**config.mk**
```make
export PLATFORM = sky130hd
export DESIGN_NAME = ifq_multi_flat
export DESIGN_NICKNAME = d
export VERILOG_FILES = /design/src/rtl/ifq_multi_pkg.sv /design/src/rtl/ifq_multi_if.sv /design/src/rtl/ifq_multi_store.sv /design/src/rtl/ifq_multi.sv /design/src/flat_wrapper.sv
export SDC_FILE = /design/constraint.sdc
export NUM_CORES = 2
export LEC_CHECK = 0
export BUFFER_PORTS_ARGS = -buffer_cell sky130_fd_sc_hd__buf_2
export CELL_PAD_IN_SITES_DETAIL_PLACEMENT = 0
export CELL_PAD_IN_SITES_GLOBAL_PLACEMENT = 1
export CORE_MARGIN = 2
export CORE_UTILIZATION = 58
export DETAILED_ROUTE_END_ITERATION = 8
export PLACE_DENSITY = 0.9
export SYNTH_ARGS = -nofsm -noshare
export SYNTH_HDL_FRONTEND = slang
export SYNTH_SLANG_ARGS = --single-unit
```
**constraint.sdc**
```tcl
create_clock -name clk -period 14.7 [get_ports clk]
set_input_delay 1.47 -clock clk [delete_from_list [all_inputs] [get_ports clk]]
set_output_delay 1.47 -clock clk [all_outputs]
set_load 0.005 [all_outputs]
```
**src/rtl/ifq_multi_pkg.sv**
```systemverilog
// Shared constants and entry payload for the instruction fetch queue.
package ifq_multi_pkg;

  localparam int unsigned     XLEN     = 32;
  localparam int unsigned     INSTR_W  = 32;
  localparam logic [XLEN-1:0] RESET_PC = 32'h0000_1000;
  localparam logic [XLEN-1:0] PC_STEP  = XLEN'(4);
  localparam logic            TRUE     = 1'b1;
  localparam logic            FALSE    = 1'b0;

  typedef struct packed {
    logic [INSTR_W-1:0] instr;
    logic [XLEN-1:0]    pc;
  } entry_t;

endpackage

```
**src/rtl/ifq_multi_if.sv**
```systemverilog
// Fetch request/response, redirect and decode-lane signals of the fetch queue.
interface ifq_multi_if
  import ifq_multi_pkg::*;
#(
  parameter int unsigned DEPTH = 16,
  parameter int unsigned DEQ_W = 2
) ();

  localparam int unsigned CNT_W  = $clog2(DEPTH) + 1;
  localparam int unsigned DCNT_W = $clog2(DEQ_W + 1);

  logic                     flush;
  logic [XLEN-1:0]          flush_pc;
  logic                     req_valid;
  logic [XLEN-1:0]          req_pc;
  logic                     req_ready;
  logic                     rsp_valid;
  logic [INSTR_W-1:0]       rsp_instr;
  logic [DEQ_W-1:0]         deq_valid;
  logic [DEQ_W*INSTR_W-1:0] deq_instr;
  logic [DEQ_W*XLEN-1:0]    deq_pc;
  logic [DCNT_W-1:0]        deq_cnt;
  logic [CNT_W-1:0]         count;
  logic                     empty;
  logic                     full;

  modport master (
    input  flush, flush_pc, req_ready, rsp_valid, rsp_instr, deq_cnt,
    output req_valid, req_pc, deq_valid, deq_instr, deq_pc, count, empty, full
  );

  modport slave (
    output flush, flush_pc, req_ready, rsp_valid, rsp_instr, deq_cnt,
    input  req_valid, req_pc, deq_valid, deq_instr, deq_pc, count, empty, full
  );

endinterface

```
**src/rtl/ifq_multi_store.sv**
```systemverilog
// Queue storage: one write port, DEQ_W combinational read ports at base+k.
module ifq_multi_store
  import ifq_multi_pkg::*;
#(
  parameter int unsigned DEPTH = 16,
  parameter int unsigned DEQ_W = 2
) (
  input  logic                       clk,
  input  logic                       we,
  input  logic [$clog2(DEPTH)-1:0]   waddr,
  input  entry_t                     wdata,
  input  logic [$clog2(DEPTH)-1:0]   base,
  output entry_t [DEQ_W-1:0]         rdata
);

  localparam int unsigned AW = $clog2(DEPTH);

  entry_t mem [DEPTH];

  always_ff @(posedge clk) begin
    if (we) mem[waddr] <= wdata;
  end

  // Read address wraps naturally because DEPTH is a power of two.
  always_comb begin
    for (int k = 0; k < DEQ_W; k++) begin
      rdata[k] = mem[base + AW'(k)];
    end
  end

endmodule

```
**src/rtl/ifq_multi.sv**
```systemverilog
// Instruction fetch queue: credit-limited sequential fetch, in-order buffering,
// multi-lane show-ahead dequeue, and redirect flush that drops in-flight responses.
module ifq_multi
  import ifq_multi_pkg::*;
#(
  parameter int unsigned DEPTH    = 16,
  parameter int unsigned DEQ_W    = 2,
  parameter int unsigned MAX_PEND = 4
) (
  input logic         clk,
  input logic         rst,
  ifq_multi_if.master bus
);

  localparam int unsigned AW = $clog2(DEPTH);
  localparam int unsigned PW = AW + 1;
  localparam int unsigned CW = $clog2(MAX_PEND + 1);

  logic [PW-1:0]      head, tail, count, nvalid, take;
  logic [CW-1:0]      pend, drop, live;
  logic [XLEN-1:0]    fetch_pc, wr_pc;
  logic               req_fire, rsp_ok, rsp_drop, rsp_wr;
  entry_t             wr_entry;
  entry_t [DEQ_W-1:0] rd_data;

  assign count = tail - head;
  assign live  = pend - drop;

  // Live requests reserve a slot, so an accepted response always has room.
  assign bus.req_valid = !rst && !bus.flush && (32'(pend) < MAX_PEND) &&
                         ((32'(count) + 32'(live)) < DEPTH);
  assign bus.req_pc    = fetch_pc;
  assign req_fire      = bus.req_valid && bus.req_ready;

  assign rsp_ok   = bus.rsp_valid && (pend != '0);
  assign rsp_drop = rsp_ok && (drop != '0);
  assign rsp_wr   = rsp_ok && (drop == '0) && !bus.flush;

  assign nvalid = bus.flush ? '0 : ((32'(count) > DEQ_W) ? PW'(DEQ_W) : count);
  assign take   = (PW'(bus.deq_cnt) < nvalid) ? PW'(bus.deq_cnt) : nvalid;

  assign wr_entry.instr = bus.rsp_instr;
  assign wr_entry.pc    = wr_pc;

  ifq_multi_store #(.DEPTH(DEPTH), .DEQ_W(DEQ_W)) u_store (
    .clk   (clk),
    .we    (rsp_wr),
    .waddr (tail[AW-1:0]),
    .wdata (wr_entry),
    .base  (head[AW-1:0]),
    .rdata (rd_data)
  );

  for (genvar k = 0; k < DEQ_W; k++) begin : g_lane
    assign bus.deq_valid[k]                   = 32'(nvalid) > 32'(k);
    assign bus.deq_instr[k*INSTR_W +: INSTR_W] = rd_data[k].instr;
    assign bus.deq_pc[k*XLEN +: XLEN]          = rd_data[k].pc;
  end

  assign bus.count = count;
  assign bus.empty = (count == '0) ? TRUE : FALSE;
  assign bus.full  = (32'(count) == DEPTH) ? TRUE : FALSE;

  // Flush wins over everything; every response still in flight becomes stale.
  always_ff @(posedge clk or posedge rst) begin
    if (rst) begin
      head     <= '0;
      tail     <= '0;
      pend     <= '0;
      drop     <= '0;
      fetch_pc <= RESET_PC;
      wr_pc    <= RESET_PC;
    end else if (bus.flush) begin
      head     <= '0;
      tail     <= '0;
      pend     <= pend - CW'(rsp_ok);
      drop     <= pend - CW'(rsp_ok);
      fetch_pc <= bus.flush_pc;
      wr_pc    <= bus.flush_pc;
    end else begin
      head <= head + take;
      pend <= pend + CW'(req_fire) - CW'(rsp_ok);
      if (rsp_drop) drop <= drop - CW'(1);
      if (rsp_wr) begin
        tail  <= tail + PW'(1);
        wr_pc <= wr_pc + PC_STEP;
      end
      if (req_fire) fetch_pc <= fetch_pc + PC_STEP;
    end
  end

  a_rsp_needs_pend: assert property (@(posedge clk) disable iff (rst)
    !(bus.rsp_valid && (pend == '0)));
  a_no_over_consume: assert property (@(posedge clk) disable iff (rst)
    bus.flush || (PW'(bus.deq_cnt) <= nvalid));
  a_drop_le_pend: assert property (@(posedge clk) disable iff (rst)
    drop <= pend);

endmodule

```
**src/flat_wrapper.sv**
```systemverilog
// flat-port wrapper written by rule: the top's interface ports become plain ports
module ifq_multi_flat import ifq_multi_pkg::*;
#(
  parameter int unsigned DEPTH    = 16,
  parameter int unsigned DEQ_W    = 2,
  parameter int unsigned MAX_PEND = 4
)
  (clk, rst, bus_flush, bus_flush_pc, bus_req_ready, bus_rsp_valid, bus_rsp_instr, bus_deq_cnt, bus_req_valid, bus_req_pc, bus_deq_valid, bus_deq_instr, bus_deq_pc, bus_count, bus_empty, bus_full);
  ifq_multi_if #(.DEPTH(DEPTH), .DEQ_W(DEQ_W)) bus_i ();
  input logic clk;
  input logic rst;
  input wire logic [$bits(bus_i.flush)-1:0] bus_flush;
  input wire logic [$bits(bus_i.flush_pc)-1:0] bus_flush_pc;
  input wire logic [$bits(bus_i.req_ready)-1:0] bus_req_ready;
  input wire logic [$bits(bus_i.rsp_valid)-1:0] bus_rsp_valid;
  input wire logic [$bits(bus_i.rsp_instr)-1:0] bus_rsp_instr;
  input wire logic [$bits(bus_i.deq_cnt)-1:0] bus_deq_cnt;
  output wire logic [$bits(bus_i.req_valid)-1:0] bus_req_valid;
  output wire logic [$bits(bus_i.req_pc)-1:0] bus_req_pc;
  output wire logic [$bits(bus_i.deq_valid)-1:0] bus_deq_valid;
  output wire logic [$bits(bus_i.deq_instr)-1:0] bus_deq_instr;
  output wire logic [$bits(bus_i.deq_pc)-1:0] bus_deq_pc;
  output wire logic [$bits(bus_i.count)-1:0] bus_count;
  output wire logic [$bits(bus_i.empty)-1:0] bus_empty;
  output wire logic [$bits(bus_i.full)-1:0] bus_full;
  assign bus_i.flush = bus_flush;
  assign bus_i.flush_pc = bus_flush_pc;
  assign bus_i.req_ready = bus_req_ready;
  assign bus_i.rsp_valid = bus_rsp_valid;
  assign bus_i.rsp_instr = bus_rsp_instr;
  assign bus_i.deq_cnt = bus_deq_cnt;
  assign bus_req_valid = bus_i.req_valid;
  assign bus_req_pc = bus_i.req_pc;
  assign bus_deq_valid = bus_i.deq_valid;
  assign bus_deq_instr = bus_i.deq_instr;
  assign bus_deq_pc = bus_i.deq_pc;
  assign bus_count = bus_i.count;
  assign bus_empty = bus_i.empty;
  assign bus_full = bus_i.full;
  ifq_multi #(.DEPTH(DEPTH), .DEQ_W(DEQ_W), .MAX_PEND(MAX_PEND)) u_core (.clk(clk), .rst(rst), .bus(bus_i));
endmodule
```
==> summary.md <==
| Metric | Value |
|---|---|
| Result of the run | finished clean |
| Number of distinct standard cells referenced by the synthesized netlist | between 50 and 60 |
| Count of flip-flops with a built-in enable after synthesis | slightly above 1000 |
| Total via count after detailed routing | 30480 |
| Max-Cap Viols | 0 |
| Uppermost routed layer | met5 |
| Routability cong. | 0.7987 |
| Die boundary height | 301.4 um |
| RSZ-0062 raised after global routing | no |
| Total routed wirelength | ~140000 um |
| Max-slew violation count | 0 |
| Largest net degree at the start of global routing | ~170 |
| Longest individual stage delay on the worst path | around 890 ps |
| Avg Cell Area, Syn | 18.78 um2 |
| Worst Hold Path Cells | 2 |
| Maximum fanout along the worst path | 57 |
| Switching Share | 32.35% |
| Maximum buffer depth of the clock tree | 3 |
| Biggest area contributors in the synthesized netlist | edfxtp_1 60%, mux4_2 25%, dfrtp_1 3.8% |
| Setup-violating endpoint count in the final report | 0 |
| Clock insertion delay at the later pin of the skew report | about 700 ps |
| Setup TNS | 0 ps |
| Number of iterations in the first detailed-routing pass | 5 |
| Sequential fraction of the synthesis area | 63.86% |
| Pleak | between 15 and 20 nW |
| Slew Limit Headroom | 18.81% |
| Port Buffers | 240 |
| Post-Route Skew | 40.75 ps |
| Most frequently used cell type in the post-synthesis netlist | edfxtp_1 |
| Worst EP required | around 13000 ps |
| Power density normalized to cell area | roughly 190 nW/um2 |
| Congestion Overflow GR | 0 |
| Synthesis-to-layout area growth | 12.67% |
| Final cell count without fillers | between 4000 and 5000 |
| Hold crit path type | reg2reg |
| Area fraction of the dominant cell type after synthesis | around three fifths |
| Top cell types by occurrence after synthesis | 1024 x edfxtp_1, 576 x mux4_2, 321 x nand2_1 |
| Internal power component | between 7 and 8 mW |
| Setup Fix Bufs, Post-CTS | 0 |
| Timing-limited maximum frequency | 148.6 MHz |
| Part of the total power dissipated in the clock network | 27.9% |
| Drt wl/cell | around 33 um |
| Clk sink count | roughly 1100 |
| Fin crit share | a little under half |
| Critical Path Source | u_core.head[0]$_DFF_PP0_ |
| Crit-path most repeated cell | buf_4 |
| Post-route ant nets | 0 |
| Placed Instances | roughly 4000 |
| Detail Route met3 WL | roughly 17000 um |
| Share of async-settable or async-resettable flops after synthesis | 7.246% |
| Clock buffer count from CTS | ~110 |
| Floorplan core area | slightly below 90000 um2 |
| Top cell type by total area after synthesis | edfxtp_1 |
| Final Net Count | roughly 3100 |
| Switching Power | approximately 3.6 mW |
| I/O pin count | 241 |
| Number of antenna violations at the first check in global routing | 5 |
| Most used flip-flop cell after synthesis | edfxtp_1 |
| Reg2reg end | u_core.head[4]$_DFF_PP0_ |
| Time the worst path needs with I/O delays and setup | ~6700 ps |
| Vias in the first global route | 31320 |
| Global-route wire length before repair | a little over 200000 um |
| Total length of routed met2 wires | ~69000 um |
| Total power of the final layout | between 10 and 15 mW |
| Startpoint of the lowest-slack hold path | u_core.bus.req_pc[0]$_DFFE_PP0P_ |
| Hold worst-path end | u_core.bus.req_pc[0]$_DFFE_PP0P_ |
| Worst EP arrival | approximately 5300 ps |
| Start of the worst register-to-register path | u_core.head[2]$_DFF_PP0_ |
| Reg2Reg Setup Slack | between 9000 and 10000 ps |
| Number of cells traversed by the worst register-to-register path | 18 |
| Actual slew at the worst max-slew pin | between 1000 and 1500 ps |
| Die footprint | 90830 um2 |
| Nature of the critical path endpoint | primary output |
| Cell Chain, Critical Path | buf_4 > buf_4 > buf_4 > mux4_2 > nand2_1 > and3_1 > a31oi_1 > buf_2 |
| Worst-path clk slew | around 70 ps |
| DP Wirelength | between 70000 and 80000 um |
| Final cell utilization of the core | around 66% |
| Combinational Power Share | 38.8% |
| Worst voltage drop across the vdd grid | 171.0 uV |
| Hold Fails Final Rpt | 0 |
| Overall Global Routing Usage | a little under a third |
| Detail-routed via count per cell | 7.226 |
| Total DRC errors in the routed layout | 0 |
| Share of final-layout standard cells stronger than drive strength 1 | 36.32% |
| Max stage delay cell, worst path | dfrtp_4 |
| Startpoint type of the worst setup path | register |
| H-tree levels | 3 |
| Rows | about 110 |
| Total number of yosys warnings | 0 |
| Die extent in x | about 300 um |
| Root Driver | clkbuf_16 |
| Count of state elements after synthesis | ~1100 |
| CTS tree | yes |
| Post-synthesis instance area | a little over 50000 um2 |
| Met1 routed wirelength after detailed routing | between 40000 and 50000 um |
| Number of instances in the synthesized netlist | roughly 2700 |
| Gates resized, CTS repair | 0 |
| Sequential Power Share | around a third |
| Type of the worst setup path | reg2out |
| Hold buffer count at cts | 0 |
| Initial Util | just under 60% |
| DRT iter0 DRCs | approximately 4300 |
[worst max path at each step]
stage | slack (ps) | endpoint
detailed placement | 8640 | bus_deq_instr[13]
global placement | 8760 | bus_deq_instr[11]
floorplan | 7490 | u_core.u_store.mem[0][0]$_DFFE_PP_
CTS | 7860 | bus_deq_instr[5]
global route | 7520 | bus_deq_instr[5]
finish | 7970 | bus_deq_instr[5]
[cell families (layout without fill, tap and decap cells)]
group | Yosys count | in the layout | synth area share [%]
compound gates | 168 | 168 | 2.081
xor+xnor | 47 | 47 | 0.8025
fa+ha+maj | 29 | 29 | 0.7659
buf+inv | 229 | 548 | 1.827
flops | 1104 | 1104 | 63.86
mux | 589 | 589 | 25.55
other cells | 1 | 4 | 0.007311
simple gates | 564 | 564 | 5.110
[routing by layer]
layer,global-route usage [%],vias to the layer above
met2,50.54,2303
met4,11.85,2
met3,6.714,370
li1,-,11860
met5,0,-
met1,41.95,15950
[stage by stage]
stage | hold slack [ps] | cell area [um2] | setup WS, ps
4_1_cts | 549.7 | 57790 | 7857
2_1_floorplan | 509.7 | 51300 | 7488
3_5_place_dp | 526.0 | 53780 | 8638
3_3_place_gp | 506.1 | 53780 | 8765
6_report | 544.1 | 57790 | 7970
5_1_grt | 579.3 | 57790 | 7518
[power by group through the flow]
stage                     clock [mW]  combinational, mW  sequential, mW
after floorplan                    0               3.00            3.63
after global placement             0               4.18            3.72
after detailed placement           0               4.26            3.73
after CTS                       3.10               4.31            3.67
after global routing            3.21               4.57            3.68
final                           3.08               4.28            3.67
[registers in the layout, summed over array words and instances, names as in the netlist]
| register | count |
|---|---|
| u_core.tail | 5 |
| u_core.drop | 3 |
| u_core.bus.req_pc | 32 |
| u_core.u_store.mem | 1024 |
| u_core.wr_pc | 32 |
| u_core.pend | 3 |
| u_core.head | 5 |
[final cells by class]
class | instances | area, um2
timing repair buffer | 299 | 1672
tap | 1165 | 1458
fill | 5609 | 30170
multi-input combinational | 1399 | 17740
antenna | 2 | 5.005
clock inverter | 88 | 1132
sequential | 1104 | 32770
clock buffer | 125 | 2873
inverter | 36 | 138.9
[critical path: cells and delay by family, from the launching register on]
family                 cells  cell delay [ps]
buffers and inverters      4             2680
flip-flops                 1              890
AND/OR/NAND/NOR            2              270
AO/OA/AOI/OAI              1               60
multiplexers               1              590
[placed cells by master, fill, tap and decap left out, drive strengths merged, types with 5 or more instances in the layout]
| cell | n |
|---|---|
| nor4 | 10 |
| a31oi | 67 |
| buf | 299 |
| clkinv | 47 |
| edfxtp | 1024 |
| bufinv | 24 |
| xnor2 | 18 |
| o21ai | 49 |
| clkinvlp | 12 |
| nor2 | 47 |
| ha | 25 |
| and2 | 14 |
| a211o | 5 |
| clkbuf | 125 |
| mux2i | 10 |
| or3 | 7 |
| mux4 | 576 |
| nand3 | 33 |
| nand4 | 15 |
| nand2 | 322 |
| a21o | 8 |
| and3 | 81 |
| a21oi | 11 |
| dfrtp | 78 |
| nand2b | 5 |
| nor3 | 17 |
| inv | 41 |
| xor2 | 29 |
| o311ai | 7 |
Note: power is estimated with default switching activity, not from simulation.
